`src/rtl/mem_arb_pkg.sv`:
```
// Shared types and defaults for the memory port arbiter.
// Holds the owner FSM state, read-return owner tag and bus widths.
package mem_arb_pkg;

    localparam int ADDR_W_DEF = 16;
    localparam int DATA_W_DEF = 8;

    typedef enum logic {
        S_CPU = 1'b0,
        S_DBG = 1'b1
    } arb_state_t;

    typedef enum logic [1:0] {
        OWN_NONE = 2'd0,
        OWN_CPU  = 2'd1,
        OWN_DBG  = 2'd2
    } rd_own_t;

endpackage

```
`src/rtl/mem_arbiter.sv`:
```
// Shares one synchronous memory port between the 6502 core and a debug
// port. Ports: ph2/resetb clock+reset, cpu_* core side (cpu_rdy stalls
// the core), dbg_* debug side (dbg_gnt/dbg_rvalid), mem_* memory side.
module mem_arbiter
    import mem_arb_pkg::*;
#(
    parameter int ADDR_W        = ADDR_W_DEF,
    parameter int DATA_W        = DATA_W_DEF,
    parameter int MAX_DBG_BURST = 4
) (
    input  logic              ph2,
    input  logic              resetb,
    input  logic              cpu_req,
    input  logic              cpu_we,
    input  logic              cpu_lock,
    input  logic [ADDR_W-1:0] cpu_addr,
    input  logic [DATA_W-1:0] cpu_wdata,
    output logic              cpu_rdy,
    output logic [DATA_W-1:0] cpu_rdata,
    input  logic              dbg_req,
    input  logic              dbg_we,
    input  logic              dbg_last,
    input  logic [ADDR_W-1:0] dbg_addr,
    input  logic [DATA_W-1:0] dbg_wdata,
    output logic              dbg_gnt,
    output logic              dbg_rvalid,
    output logic [DATA_W-1:0] dbg_rdata,
    output logic [ADDR_W-1:0] mem_addr,
    output logic              mem_we,
    output logic [DATA_W-1:0] mem_wdata,
    input  logic [DATA_W-1:0] mem_rdata
);

    localparam int CW = $clog2(MAX_DBG_BURST) + 1;
    localparam logic [CW-1:0] CNT_LAST = CW'(MAX_DBG_BURST - 1);

    arb_state_t        state_q, state_d;
    logic [CW-1:0]     burst_cnt_q, burst_cnt_d;
    rd_own_t           rd_own_q, rd_own_d;
    logic [DATA_W-1:0] cpu_rdata_q;
    logic [DATA_W-1:0] dbg_rdata_q;
    logic              handover;
    logic              dbg_xfer;
    logic              dbg_done;

    // Only hand over when the CPU is not writing and not mid-RMW.
    assign handover = dbg_req & ~cpu_lock & (~cpu_req | ~cpu_we);
    assign dbg_xfer = (state_q == S_DBG) & dbg_req;
    assign dbg_done = dbg_xfer & (dbg_last | (burst_cnt_q == CNT_LAST));

    always_comb begin
        state_d     = state_q;
        burst_cnt_d = burst_cnt_q;
        rd_own_d    = OWN_NONE;
        unique case (state_q)
            S_CPU: begin
                burst_cnt_d = '0;
                if (handover) state_d = S_DBG;
                if (cpu_req & ~cpu_we) rd_own_d = OWN_CPU;
            end
            S_DBG: begin
                if (dbg_xfer & ~dbg_we) rd_own_d = OWN_DBG;
                // Clearing on exit keeps the count zero for the whole
                // CPU slot, so the next burst starts fresh.
                if (!dbg_req || dbg_done) begin
                    state_d     = S_CPU;
                    burst_cnt_d = '0;
                end else begin
                    burst_cnt_d = burst_cnt_q + CW'(1);
                end
            end
        endcase
    end

    always_ff @(posedge ph2 or negedge resetb) begin
        if (!resetb) begin
            state_q     <= S_CPU;
            burst_cnt_q <= '0;
            rd_own_q    <= OWN_NONE;
            cpu_rdata_q <= '0;
            dbg_rdata_q <= '0;
        end else begin
            state_q     <= state_d;
            burst_cnt_q <= burst_cnt_d;
            rd_own_q    <= rd_own_d;
            cpu_rdata_q <= cpu_rdata;
            dbg_rdata_q <= dbg_rdata;
        end
    end

    // Memory mux follows the current owner combinationally.
    always_comb begin
        if (state_q == S_DBG) begin
            mem_addr  = dbg_addr;
            mem_wdata = dbg_wdata;
            mem_we    = resetb & dbg_req & dbg_we;
        end else begin
            mem_addr  = cpu_addr;
            mem_wdata = cpu_wdata;
            mem_we    = resetb & cpu_req & cpu_we;
        end
    end

    assign cpu_rdy = (state_q == S_CPU);
    assign dbg_gnt = dbg_xfer;

    // Read data is steered by who issued the read one cycle earlier;
    // otherwise the last captured byte is held (stable while stalled).
    assign cpu_rdata  = (rd_own_q == OWN_CPU) ? mem_rdata : cpu_rdata_q;
    assign dbg_rdata  = (rd_own_q == OWN_DBG) ? mem_rdata : dbg_rdata_q;
    assign dbg_rvalid = (rd_own_q == OWN_DBG);

endmodule

```
`config.mk`:
```
export PLATFORM = sky130hd
export DESIGN_NAME = mem_arbiter
export DESIGN_NICKNAME = d
export VERILOG_FILES = /design/src/rtl/mem_arb_pkg.sv /design/src/rtl/mem_arbiter.sv
export SDC_FILE = /design/constraint.sdc
export NUM_CORES = 1
export LEC_CHECK = 0
export BUFFER_PORTS_ARGS = -buffer_cell sky130_fd_sc_hd__buf_2
export CAP_MARGIN = 10
export CORE_MARGIN = 8
export CORE_UTILIZATION = 25
export CTS_CLUSTER_SIZE = 28
export DETAILED_ROUTE_END_ITERATION = 12
export GPL_ROUTABILITY_DRIVEN = 1
export HOLD_SLACK_MARGIN = 0.15
export PLACE_DENSITY = 0.57
export SLEW_MARGIN = 40
export SYNTH_ARGS = -nofsm -noshare
export SYNTH_HDL_FRONTEND = slang
export SYNTH_SLANG_ARGS = --single-unit
```
`constraint.sdc`:
```
create_clock -name ph2 -period 1.2 [get_ports ph2]
set_input_delay 0.06 -clock ph2 [delete_from_list [all_inputs] [get_ports ph2]]
set_output_delay 0.06 -clock ph2 [all_outputs]
set_load 0.03 [all_outputs]
```
# == After elaboration in Yosys (flattened, before gate mapping) ==
# Index checks and enable logic that the tools add are counted.
# word_totals
regBits,22
latch_bits,0
ramBits,0
rom_bits,0
inputBits,64
out_inout_bits,44
word_cells,41
memories,0
# op_classes
n_addsub,1
n_mul,0
div_mod_pow,0
order_cmp,0
n_eq_ne,3
shifts,0
n_mux,13
n_bitwise,17
n_reduce_logical,2
# ops
op,count
$mux 8,3
$mux 16,1
$and 1x1->1,10
$pmux 3 s2,1
$not 1->1,5
$mux 1,4
$pmux 2 s2,1
$add 3x1->3 const B,1
$eq 3x2->1 const B,1
$mux 3,1
$eq 2x1->1 const B,1
$eq 2x2->1 const B,1
$mux 2,1
$or 1x1->1,2
$pmux 1 s2,1
$logic_not 1->1,1
$logic_or 1x1->1,1

# == Logic depth before layout (Yosys ltp) ==
# Gate-level depths: netlist of the first run.
# depth
ltp_word,6
ltp_mapped,4
ltp_nobuf,4

# == Worst setup path before layout of the first run ==
# No wires, ideal clock.
# synth_path
path_kind,reg-to-output
start,register state_q
end,output port mem_we
arrival_time_ps,1181
t_required_ps,1140
slack_ps,-41
path_stages_with_launch,4
path_buffers,1
cell_sequence,dfrtp_1 buf_4 nand3b_1 a21boi_1
# synth_between
elab_chain_cells,1
# synth_rtl
element,line,text
start: declaration,mem_arbiter.sv:37,"arb_state_t state_q, state_d;"
start signal: assignment,mem_arbiter.sv:83,state_q <= state_d;
$mux 1,mem_arbiter.sv:93,if (state_q == S_DBG) begin
end: declaration,mem_arbiter.sv:29,"output logic mem_we,"
# Every way passes these cells.

# == Final worst setup path of the first run ==
# layout_path
start,register rd_own_q[1]
end,output port cpu_rdata[6]
# layout_between
elab_chain_cells,2
# layout_rtl
element,line,text
start: declaration,mem_arbiter.sv:39,"rd_own_t rd_own_q, rd_own_d;"
start signal: assignment,mem_arbiter.sv:85,rd_own_q <= rd_own_d;
$eq 2x1->1,mem_arbiter.sv:109,assign cpu_rdata = (rd_own_q == OWN_CPU) ? mem_rdata : cpu_rdata_q;
$mux 8,mem_arbiter.sv:109,
end: declaration,mem_arbiter.sv:19,"output logic [DATA_W-1:0] cpu_rdata,"
# Every way passes these cells.

==> flow_metrics.env, run 1 <==
export IMPL_drv_cap=0
export IMPL_firstDrtPassIters=4
export IMPL_p_leak_nw=1.32
export IMPL_clock_skew_ps=1.36
export IMPL_io_pins=108
export IMPL_worstPathRequired_ps=1140
export IMPL_fin_ws_ps=-312
export IMPL_syn_nets=153
export IMPL_vias=1198
export IMPL_numPortBuffers=107
export IMPL_antenna_cells=0
export IMPL_grt_start_max_net_pins=23
export IMPL_finalInstanceArea_um2=2550
export IMPL_violations="setup timing"
export IMPL_fmax_ghz=0.661
export IMPL_cp_end_kind="primary output"
export IMPL_critPathSlowestCell="dfrtp_1"
export IMPL_wl_per_cell_um=17.1
export IMPL_slew_headroom=0.809
export IMPL_drtIter0Drc=8
export IMPL_synth_yosys_seq_area_share=0.442
export IMPL_overflow=0
export IMPL_fin_nets=284
export IMPL_tightest_slew_ps=286
export IMPL_hp_class="input port to flop"
export IMPL_insertion_delay_ps=260
export IMPL_crit_chain="nand2b_1 > buf_12 > mux2_4 > buf_4"
export IMPL_vdd_drop_max_v=0.000506
export IMPL_clkTransAtPathRegs_ps=80
export IMPL_status="complete, but fails checks"
export IMPL_syn_instance_count=87
export IMPL_netlist_area_um2=1250
export IMPL_htreeDepth=1
export IMPL_hold_viol=0
export IMPL_core_um2=4750
export IMPL_cts_buffers=3
export IMPL_holdWs_ps=58.6
export IMPL_post_route_period_util=1.26
export IMPL_area_delta_synth_final_pct=105
export IMPL_rows=25
export IMPL_syn_area_per_cell_um2=14.3
export IMPL_synth_top_area_frac=0.442
export IMPL_finalSetupTns_ps=-12160
export IMPL_synth_area_leader_cell="dfrtp_1"
export IMPL_dieHeight_um=86.6
export IMPL_cp_arrival_ps=1450
export IMPL_crit_family="flip-flops"
export IMPL_track_usage=0.126
export IMPL_powerDensity_nw_per_um2=1260
export IMPL_cts_sinks=22
export IMPL_fin_crit_ps=1510
export IMPL_cts_tree="done"
export IMPL_ys_seq_elements=22
export IMPL_synth_cell_types=21
export IMPL_crit_fanout=8
export IMPL_clockBufferDepth=2
export IMPL_wl_um=4850
export IMPL_dieArea_um2=7500
export IMPL_crit_buf_inv=2
export IMPL_place_area_um2=1910
export IMPL_rsz0062_at_grt="yes"
export IMPL_drive_gt1_frac=0.816
export IMPL_final_util=0.537
export IMPL_viasPerCell=4.22
export IMPL_drtAntennaViolNets=0
export IMPL_place_congestion=0.734
export IMPL_die_w_um=86.6
export IMPL_grt_pass1_vias=1461
export IMPL_setup_violations=49
export IMPL_final_max_slew_viol_count=0
export IMPL_cts_root_buf="clkbuf_8"
export IMPL_antenna_found_initial=0
export IMPL_grt_pass1_wl_um=7550
export IMPL_start_util=0.262
export IMPL_critPathKind="flop to primary output"
export IMPL_critPathLaunchType="flop"
export IMPL_synthTopCellsByArea="dfrtp_1, mux2_4, mux2_2"
export IMPL_dp_hpwl_um=3340
export IMPL_filler_cell_count=402
export IMPL_drcViolationCount=0
export IMPL_yosys_warnings=0
export IMPL_slowest_delay_ps=380
export IMPL_cts_hold_buf=7
## report_power, final
part	switching [W]	total [W]	internal, W	leakage (nW)
Combinational	0.000836	0.00175	0.000915	1.02
Sequential	0.0000486	0.000933	0.000885	0.271
Clock	0.000234	0.000526	0.000292	0.0288
## final timing paths
path	start	cells past startpoint	slack, ps	to
worst max-delay path	rd_own_q[1]	4	-310	cpu_rdata[6]
worst min-delay path	mem_rdata[3]	2	60	cpu_rdata_q[3]
worst max register to register	state_q	5	-240	state_q
worst min register to register	cpu_rdata_q[5]	1	490	cpu_rdata_q[5]
max in group asynchronous	resetb	3	620	state_q
min in group asynchronous	resetb	3	340	rd_own_q[0]
## synthesized netlist by cell type
| cell type | n |
|---|---|
| a21boi_1 | 1 |
| a31o_1 | 1 |
| and2_1 | 2 |
| and2b_1 | 1 |
| and4bb_2 | 1 |
| buf_4 | 3 |
| buf_6 | 2 |
| dfrtp_1 | 22 |
| ha_1 | 2 |
| inv_1 | 2 |
| mux2_1 | 5 |
| mux2_2 | 19 |
| mux2_4 | 16 |
| nand2_1 | 1 |
| nand2b_1 | 1 |
| nand3_1 | 1 |
| nand3b_1 | 1 |
| nand4bb_1 | 1 |
| nor2_1 | 3 |
| nor2b_1 | 1 |
| nor3b_1 | 1 |
## cell type report
class                   instances  area (um^2)  share of cell area
flip-flops and latches         22          552               0.216
repair buffers                131         1100               0.430
inverters                       2         10.0             0.00392
multi-input cells              58          754               0.295
clock buffers                   4         55.1              0.0216
well taps                      67         83.8              0.0328
## sequential cells by signal, summed over array words and instances, names as in the netlist
register / count
burst_cnt_q: 3
cpu_rdata_q: 8
dbg_rdata_q: 8
rd_own_q: 2
state_q: 1
## cells in the final DEF (no fill, tap or decap), types with 3 or more instances in the layout
| master | synthesis | routed |
|---|---|---|
| buf_12 | 0 | 3 |
| buf_2 | 0 | 63 |
| dlygate4sd3_1 | 0 | 7 |
| nor2_1 | 3 | 3 |
| clkbuf_16 | 0 | 3 |
| buf_4 | 3 | 11 |
| dfrtp_1 | 22 | 21 |
| clkbuf_8 | 0 | 4 |
| buf_6 | 2 | 44 |
| mux2_4 | 16 | 40 |
## cells by family after synthesis
kind of cell               count (synthesis)  synth area share
muxes                                     40             0.410
DFF                                       22             0.442
and+or+nand+nor                           14            0.0733
buffers and inverters                      7            0.0422
AOI/OAI and AO/OA                          2            0.0131
adders and majority gates                  2            0.0201
## stage by stage
| step | cells | setup slack, ps | power [W] |
|---|---|---|---|
| 2_1_floorplan | 87 | 1.84 | 0.00181 |
| 6_report | 284 | -312 | 0.00321 |
| 5_1_grt | 284 | -396 | 0.00339 |
| 4_1_cts | 280 | -328 | 0.00318 |
| 3_5_place_dp | 262 | -52.7 | 0.00220 |
| 3_3_place_gp | 262 | -30.1 | 0.00219 |
## layer usage
metal  vias to the layer above  track usage  part of all wire
li1                        567            -                 -
met1                       539        0.135              0.38
met2                        92        0.211              0.46
met3                         0       0.0860              0.16
met4                         0      0.00469                 0
met5                         -            0                 0
## what timing repair did
| item | CTS | global route |
|---|---|---|
| setup endpoints to repair | 45 | 54 |
| endpoints found under the hold margin | 42 | 14 |
| pin swaps | 2 | 0 |
| resized for setup | 112 | 15 |
| cloned | 2 | 2 |
| buffers inserted | 5 | 5 |
Note: power is estimated with default switching activity, not from simulation.
==> run 2: changes to the inputs <==
- ABC_AREA: default -> 1
- PLACE_DENSITY: 0.57 -> 0.56
==> run 2 against run 1 <==
- combinational power fell by 3%
- hold slack improved by 300 ps
- flip-flop and latch count did not move
- die area rose by 4.4%
- the run still ends with setup timing left
- sequential power rose by 2%
- count of clock-buffer cells in the layout did not move
- clock power barely moved
==> flow_metrics.env, run 2 <==
export IMPL_status="complete, but fails checks"
export IMPL_violations="setup timing"
export IMPL_fin_crit_ps=1340
export IMPL_final_common_cell="nand2_1"
export IMPL_cp_endpoint="dbg_rdata[5]"
export IMPL_vdd_drop_max_v=0.000958
export IMPL_yosys_warnings=0
export IMPL_vias=1502
export IMPL_post_route_period_util=1.11
export IMPL_tightest_slew_ps=285
export IMPL_ys_seq_elements=22
export IMPL_numPortBuffers=107
export IMPL_cp_arrival_ps=1280
export IMPL_synth_ff_type="dfrtp_1"
export IMPL_cts_root_buf="clkbuf_8"
export IMPL_wl_um=4660
export IMPL_dp_hpwl_um=3300
export IMPL_cp_end_kind="primary output"
export IMPL_place_congestion=0.723
export IMPL_drcViolationCount=0
export IMPL_regToRegSetupSlack_ps=90
export IMPL_slew_headroom=0.810
export IMPL_netlist_area_um2=1310
export IMPL_synth_edf_count=0
export IMPL_grt_pass1_vias=1553
export IMPL_synthTopCellsByArea="dfrtp_1, nand2_1, o21ai_2"
export IMPL_clkTransAtPathRegs_ps=80
export IMPL_viasPerCell=4.10
export IMPL_syn_instance_count=168
export IMPL_setup_violations=42
export IMPL_rows=26
export IMPL_hp_class="input port to asynchronous set/reset pin"
export IMPL_filler_cell_count=480
export IMPL_htreeDepth=1
export IMPL_layout_common_cells="nand2_1, buf_2, buf_6"
export IMPL_antenna_found_initial=0
export IMPL_overflow=0
export IMPL_synth_common_cells="nand2_1, dfrtp_1, o21ai_2"
export IMPL_grt_start_max_net_pins=28
export IMPL_synth_top_area_frac=0.419
export IMPL_drive_gt1_frac=0.547
export IMPL_final_util=0.496
export IMPL_fin_ws_ps=-137
export IMPL_area_delta_synth_final_pct=91.4
export IMPL_track_usage=0.113
export IMPL_powerDensity_nw_per_um2=1260
export IMPL_dp_cells=342
export IMPL_critPathKind="flop to primary output"
export IMPL_synth_most_common_cell="nand2_1"
export IMPL_drtAntennaViolNets=0
export IMPL_final_max_slew_viol_count=0
export IMPL_syn_nets=234
export IMPL_synth_cell_types=16
export IMPL_drv_cap=0
export IMPL_reg2reg_to="burst_cnt_q[1]"
export IMPL_synth_area_leader_cell="dfrtp_1"
export IMPL_syn_area_per_cell_um2=7.82
export IMPL_cts_buffers=3
export IMPL_critPathLaunchType="flop"
export IMPL_wl_per_cell_um=12.7
export IMPL_synth_yosys_seq_area_share=0.419
export IMPL_finalSetupTns_ps=-3370
export IMPL_fmax_ghz=0.748
export IMPL_cts_tree="done"
export IMPL_drtIter0Drc=23
export IMPL_slowest_delay_ps=470
export IMPL_place_ws_ps=75.9
export IMPL_top_regs="cpu_rdata_q (8), dbg_rdata_q (8), burst_cnt_q (3)"
export IMPL_fin_cells=366
export IMPL_p_leak_nw=1.36
export IMPL_dieHeight_um=88.5
export IMPL_crit_chain="inv_6 > nand2_4 > o21ai_2 > buf_6"
export IMPL_crit_fanout=4
export IMPL_io_pins=108
export IMPL_grt_pass1_wl_um=7130
export IMPL_crit_start="rd_own_q[0]"
export IMPL_rsz0062_at_grt="yes"
export IMPL_antenna_cells=0
export IMPL_dieArea_um2=7830
export IMPL_clockBufferDepth=2
export IMPL_synthArstFlopShare=1.00
export IMPL_insertion_delay_ps=260
export IMPL_cts_sinks=22
export IMPL_start_util=0.259
export IMPL_clock_skew_ps=5.23
export IMPL_hold_viol=0
export IMPL_core_um2=5070
export IMPL_r2r_cells=5
export IMPL_critPathSlowestCell="dfrtp_2"
export IMPL_worstReg2RegStart="burst_cnt_q[0]"
export IMPL_fin_nets=363
export IMPL_die_w_um=88.5
export IMPL_worstPathRequired_ps=1140
export IMPL_firstDrtPassIters=4
run 2: cell families after synthesis:
kind of cell | Yosys count | synth area share
compound gates | 16 | 0.107
simple gates | 105 | 0.340
fa+ha+maj | 2 | 0.0190
flops | 22 | 0.419
buf+inv | 23 | 0.115
run 2: how the worst min path moves through the flow:
stage          slack (ps)  cells after the start              to
2_1_floorplan        -240                      0  burst_cnt_q[0]
3_3_place_gp           90                      2         state_q
3_5_place_dp           90                      2  cpu_rdata_q[5]
4_1_cts               370                      3  cpu_rdata_q[0]
5_1_grt               440                      3  dbg_rdata_q[1]
6_report              360                      3  burst_cnt_q[0]
run 2: per-stage QoR:
stage / hold slack (ps) / instance area [um^2] / power (W)
2_1_floorplan: -236 / 1310 / 0.00181
3_3_place_gp: 92.6 / 1880 / 0.00218
3_5_place_dp: 90.0 / 1880 / 0.00219
4_1_cts: 368 / 2470 / 0.00317
5_1_grt: 441 / 2510 / 0.00334
6_report: 356 / 2510 / 0.00316
run 2: critical path: cells and delay by family (launching register included):
| kind | cells | cell delay, ps |
|---|---|---|
| compound gates | 1 | 160 |
| buf+inv | 2 | 280 |
| simple gates | 1 | 100 |
| flops | 1 | 470 |
run 2: routing by layer:
layer | share of wire | vias to the layer above | GRT usage
li1 | - | 765 | -
met1 | 0.36 | 678 | 0.123
met2 | 0.53 | 53 | 0.204
met3 | 0.097 | 6 | 0.0269
met4 | 0.016 | 0 | 0.0461
met5 | 0 | - | 0
run 2: final cells by class:
class                   instances  area, um^2  share of cell area
well taps                      70        87.6              0.0348
clock buffers                   4        55.1              0.0219
multi-input cells             125         746               0.297
repair buffers                129         992               0.395
flip-flops and latches         22         554               0.220
inverters                      16        80.1              0.0318
run 2: power breakdown:
group	total (W)	switching [W]	internal, W	leakage (nW)
logic	0.00169	0.000961	0.000726	1.06
registers	0.000953	0.0000712	0.000882	0.271
clock network	0.000523	0.000231	0.000292	0.0288
total	0.00316	0.00126	0.00190	1.36
run 2: repair_timing:
action | CTS | global route
hold buffers | 15 | 0
buffers inserted | 2 | 1
setup endpoints to repair | 44 | 48
pin swaps | 1 | 2
cloned | 2 | 0
hold endpoints to repair | 42 | 0
gates resized for setup | 104 | 10
==> run 3: changes to the inputs <==
- PLACE_DENSITY: 0.56 -> 0.54
- clock period: 1.2 -> 1.5 ns (I/O delays scaled with it)
==> run 3 against run 2 <==
- register-to-register slack improved by 120 ps
- clock skew decreased by 1.8 ps
- the run now ends clean
- sequential power decreased by 21%
- count of clock-buffer cells in the layout down 1
- sequential share of layout area rose by 4.5 points
- non-clock buffer count shrank 3
- highest routed layer unchanged
- design area is 17% lower
- flip-flop and latch count is the same
- total power fell by 33%
- worst setup slack improved by 230 ps
- hold slack got worse by 200 ps
- first-iteration DRC count grew 4.3%
==> flow_metrics.env, run 3 (synthesized netlist as in run 2, its figures left out) <==
export IMPL_critPathKind="flop to primary output"
export IMPL_fin_crit_ps=1410
export IMPL_clock_skew_ps=3.46
export IMPL_antenna_cells=0
export IMPL_layout_common_cells="buf_2, nand2_1, dfrtp_1"
export IMPL_vdd_drop_max_v=0.000880
export IMPL_antenna_found_initial=0
export IMPL_vias=1408
export IMPL_insertion_delay_ps=260
export IMPL_track_usage=0.0999
export IMPL_dp_hpwl_um=3460
export IMPL_dp_cells=341
export IMPL_final_common_cell="buf_2"
export IMPL_htreeDepth=1
export IMPL_cts_sinks=22
export IMPL_slew_headroom=0.820
export IMPL_drtAntennaViolNets=0
export IMPL_clockBufferDepth=2
export IMPL_r2r_cells=2
export IMPL_drv_cap=0
export IMPL_setup_violations=0
export IMPL_grt_start_max_net_pins=28
export IMPL_drive_gt1_frac=0.486
export IMPL_core_um2=5070
export IMPL_status="finished, final reports clean"
export IMPL_numPortBuffers=107
export IMPL_io_pins=108
export IMPL_firstDrtPassIters=4
export IMPL_wl_met2_um=2300
export IMPL_filler_cell_count=550
export IMPL_finalSetupTns_ps=0
export IMPL_powerDensity_nw_per_um2=1020
export IMPL_wl_met1_um=1540
export IMPL_final_util=0.409
export IMPL_cts_root_buf="clkbuf_8"
export IMPL_area_delta_synth_final_pct=58.0
export IMPL_wl_met3_um=373
export IMPL_fin_nets=358
export IMPL_drcViolationCount=0
export IMPL_clkTransAtPathRegs_ps=80
export IMPL_rsz0062_at_grt="yes"
export IMPL_tightest_slew_ps=270
export IMPL_cts_buffers=3
export IMPL_final_max_slew_viol_count=0
export IMPL_p_leak_nw=1.25
export IMPL_wl_um=4250
export IMPL_fmax_ghz=0.711
export IMPL_fin_ws_ps=93.4
export IMPL_drtIter0Drc=24
export IMPL_die_w_um=88.5
export IMPL_place_congestion=0.719
export IMPL_dieHeight_um=88.5
export IMPL_worstPathRequired_ps=1420
export IMPL_post_route_period_util=0.938
export IMPL_grt_pass1_wl_um=6260
export IMPL_fin_cells=360
export IMPL_grt_pass1_vias=1371
export IMPL_crit_fanout=16
export IMPL_critPathLaunchType="flop"
export IMPL_hold_viol=0
export IMPL_cp_arrival_ps=1330
export IMPL_top_layer_used="met4"
export IMPL_cts_tree="done"
export IMPL_place_ws_ps=352
export IMPL_wl_per_cell_um=11.8
export IMPL_viasPerCell=3.91
export IMPL_rows=26
export IMPL_cts_setup_buffers=0
export IMPL_hp_class="input port to asynchronous set/reset pin"
export IMPL_overflow=0
export IMPL_fin_total_pwr_w=0.00212
export IMPL_dieArea_um2=7830
export IMPL_regToRegSetupSlack_ps=210
export IMPL_top_regs="cpu_rdata_q (8), dbg_rdata_q (8), burst_cnt_q (3)"
export IMPL_cp_end_kind="primary output"
export IMPL_start_util=0.259
run 3: changes by cell type in the layout (fill, tap and decap cells not counted), moves of 3 or more:
cell / previous run / this run
nand2_2: 9 / 2
o21ai_2: 9 / 16
buf_6: 37 / 0
nand2_8: 3 / 0
o21ai_4: 7 / 0
buf_2: 64 / 107
buf_4: 12 / 3
nand2_1: 80 / 88
run 3: power by group:
group	internal [W]	switching, W
clock	0.000179	0.000180
sequential	0.000705	0.0000449
combinational	0.000333	0.000676
run 3: worst paths after layout:
check / start / endpoint
max: rd_own_q[1] / cpu_rdata[2]
min: resetb / state_q
max reg2reg: state_q / rd_own_q[0]
min reg2reg: burst_cnt_q[0] / burst_cnt_q[0]
max in group asynchronous: resetb / dbg_rdata_q[2]
min in group ph2: dbg_req / state_q
run 3: critical path, stage by stage (launching register included):
cell and delay (ps):
dfrtp_1 400, inv_2 60, nand2_4 210, nand2_1 110, o21ai_2 80, buf_2 220
run 3: through the flow:
| step | hold WS (ps) | cell area [um^2] |
|---|---|---|
| after global placement | -120 | 1870 |
| after floorplan | -221 | 1310 |
| after CTS | 155 | 2070 |
| final | 153 | 2080 |
| after detailed placement | -121 | 1870 |
| after global routing | 170 | 2080 |
run 3: final cells by class:
class                      instances  area (um^2)  area share
timing repair buffer             126          718       0.346
multi-input combinational        123          612       0.295
sequential                        22          552       0.266
tap                               70         87.6      0.0422
inverter                          16         65.1      0.0313
clock buffer                       3         41.3      0.0199
run 3: metal layers:
metal	up-vias	GRT usage
met2	47	0.189
met5	-	0
met3	2	0.0297
li1	755	-
met1	604	0.103
met4	0	0.0276
run 3: what timing repair did:
item / in CTS / in global routing
endpoints found under the setup margin: 0 / 8
endpoints found under the hold margin: 44 / 0
hold buffers: 16 / 0
resized for setup: 0 / 2
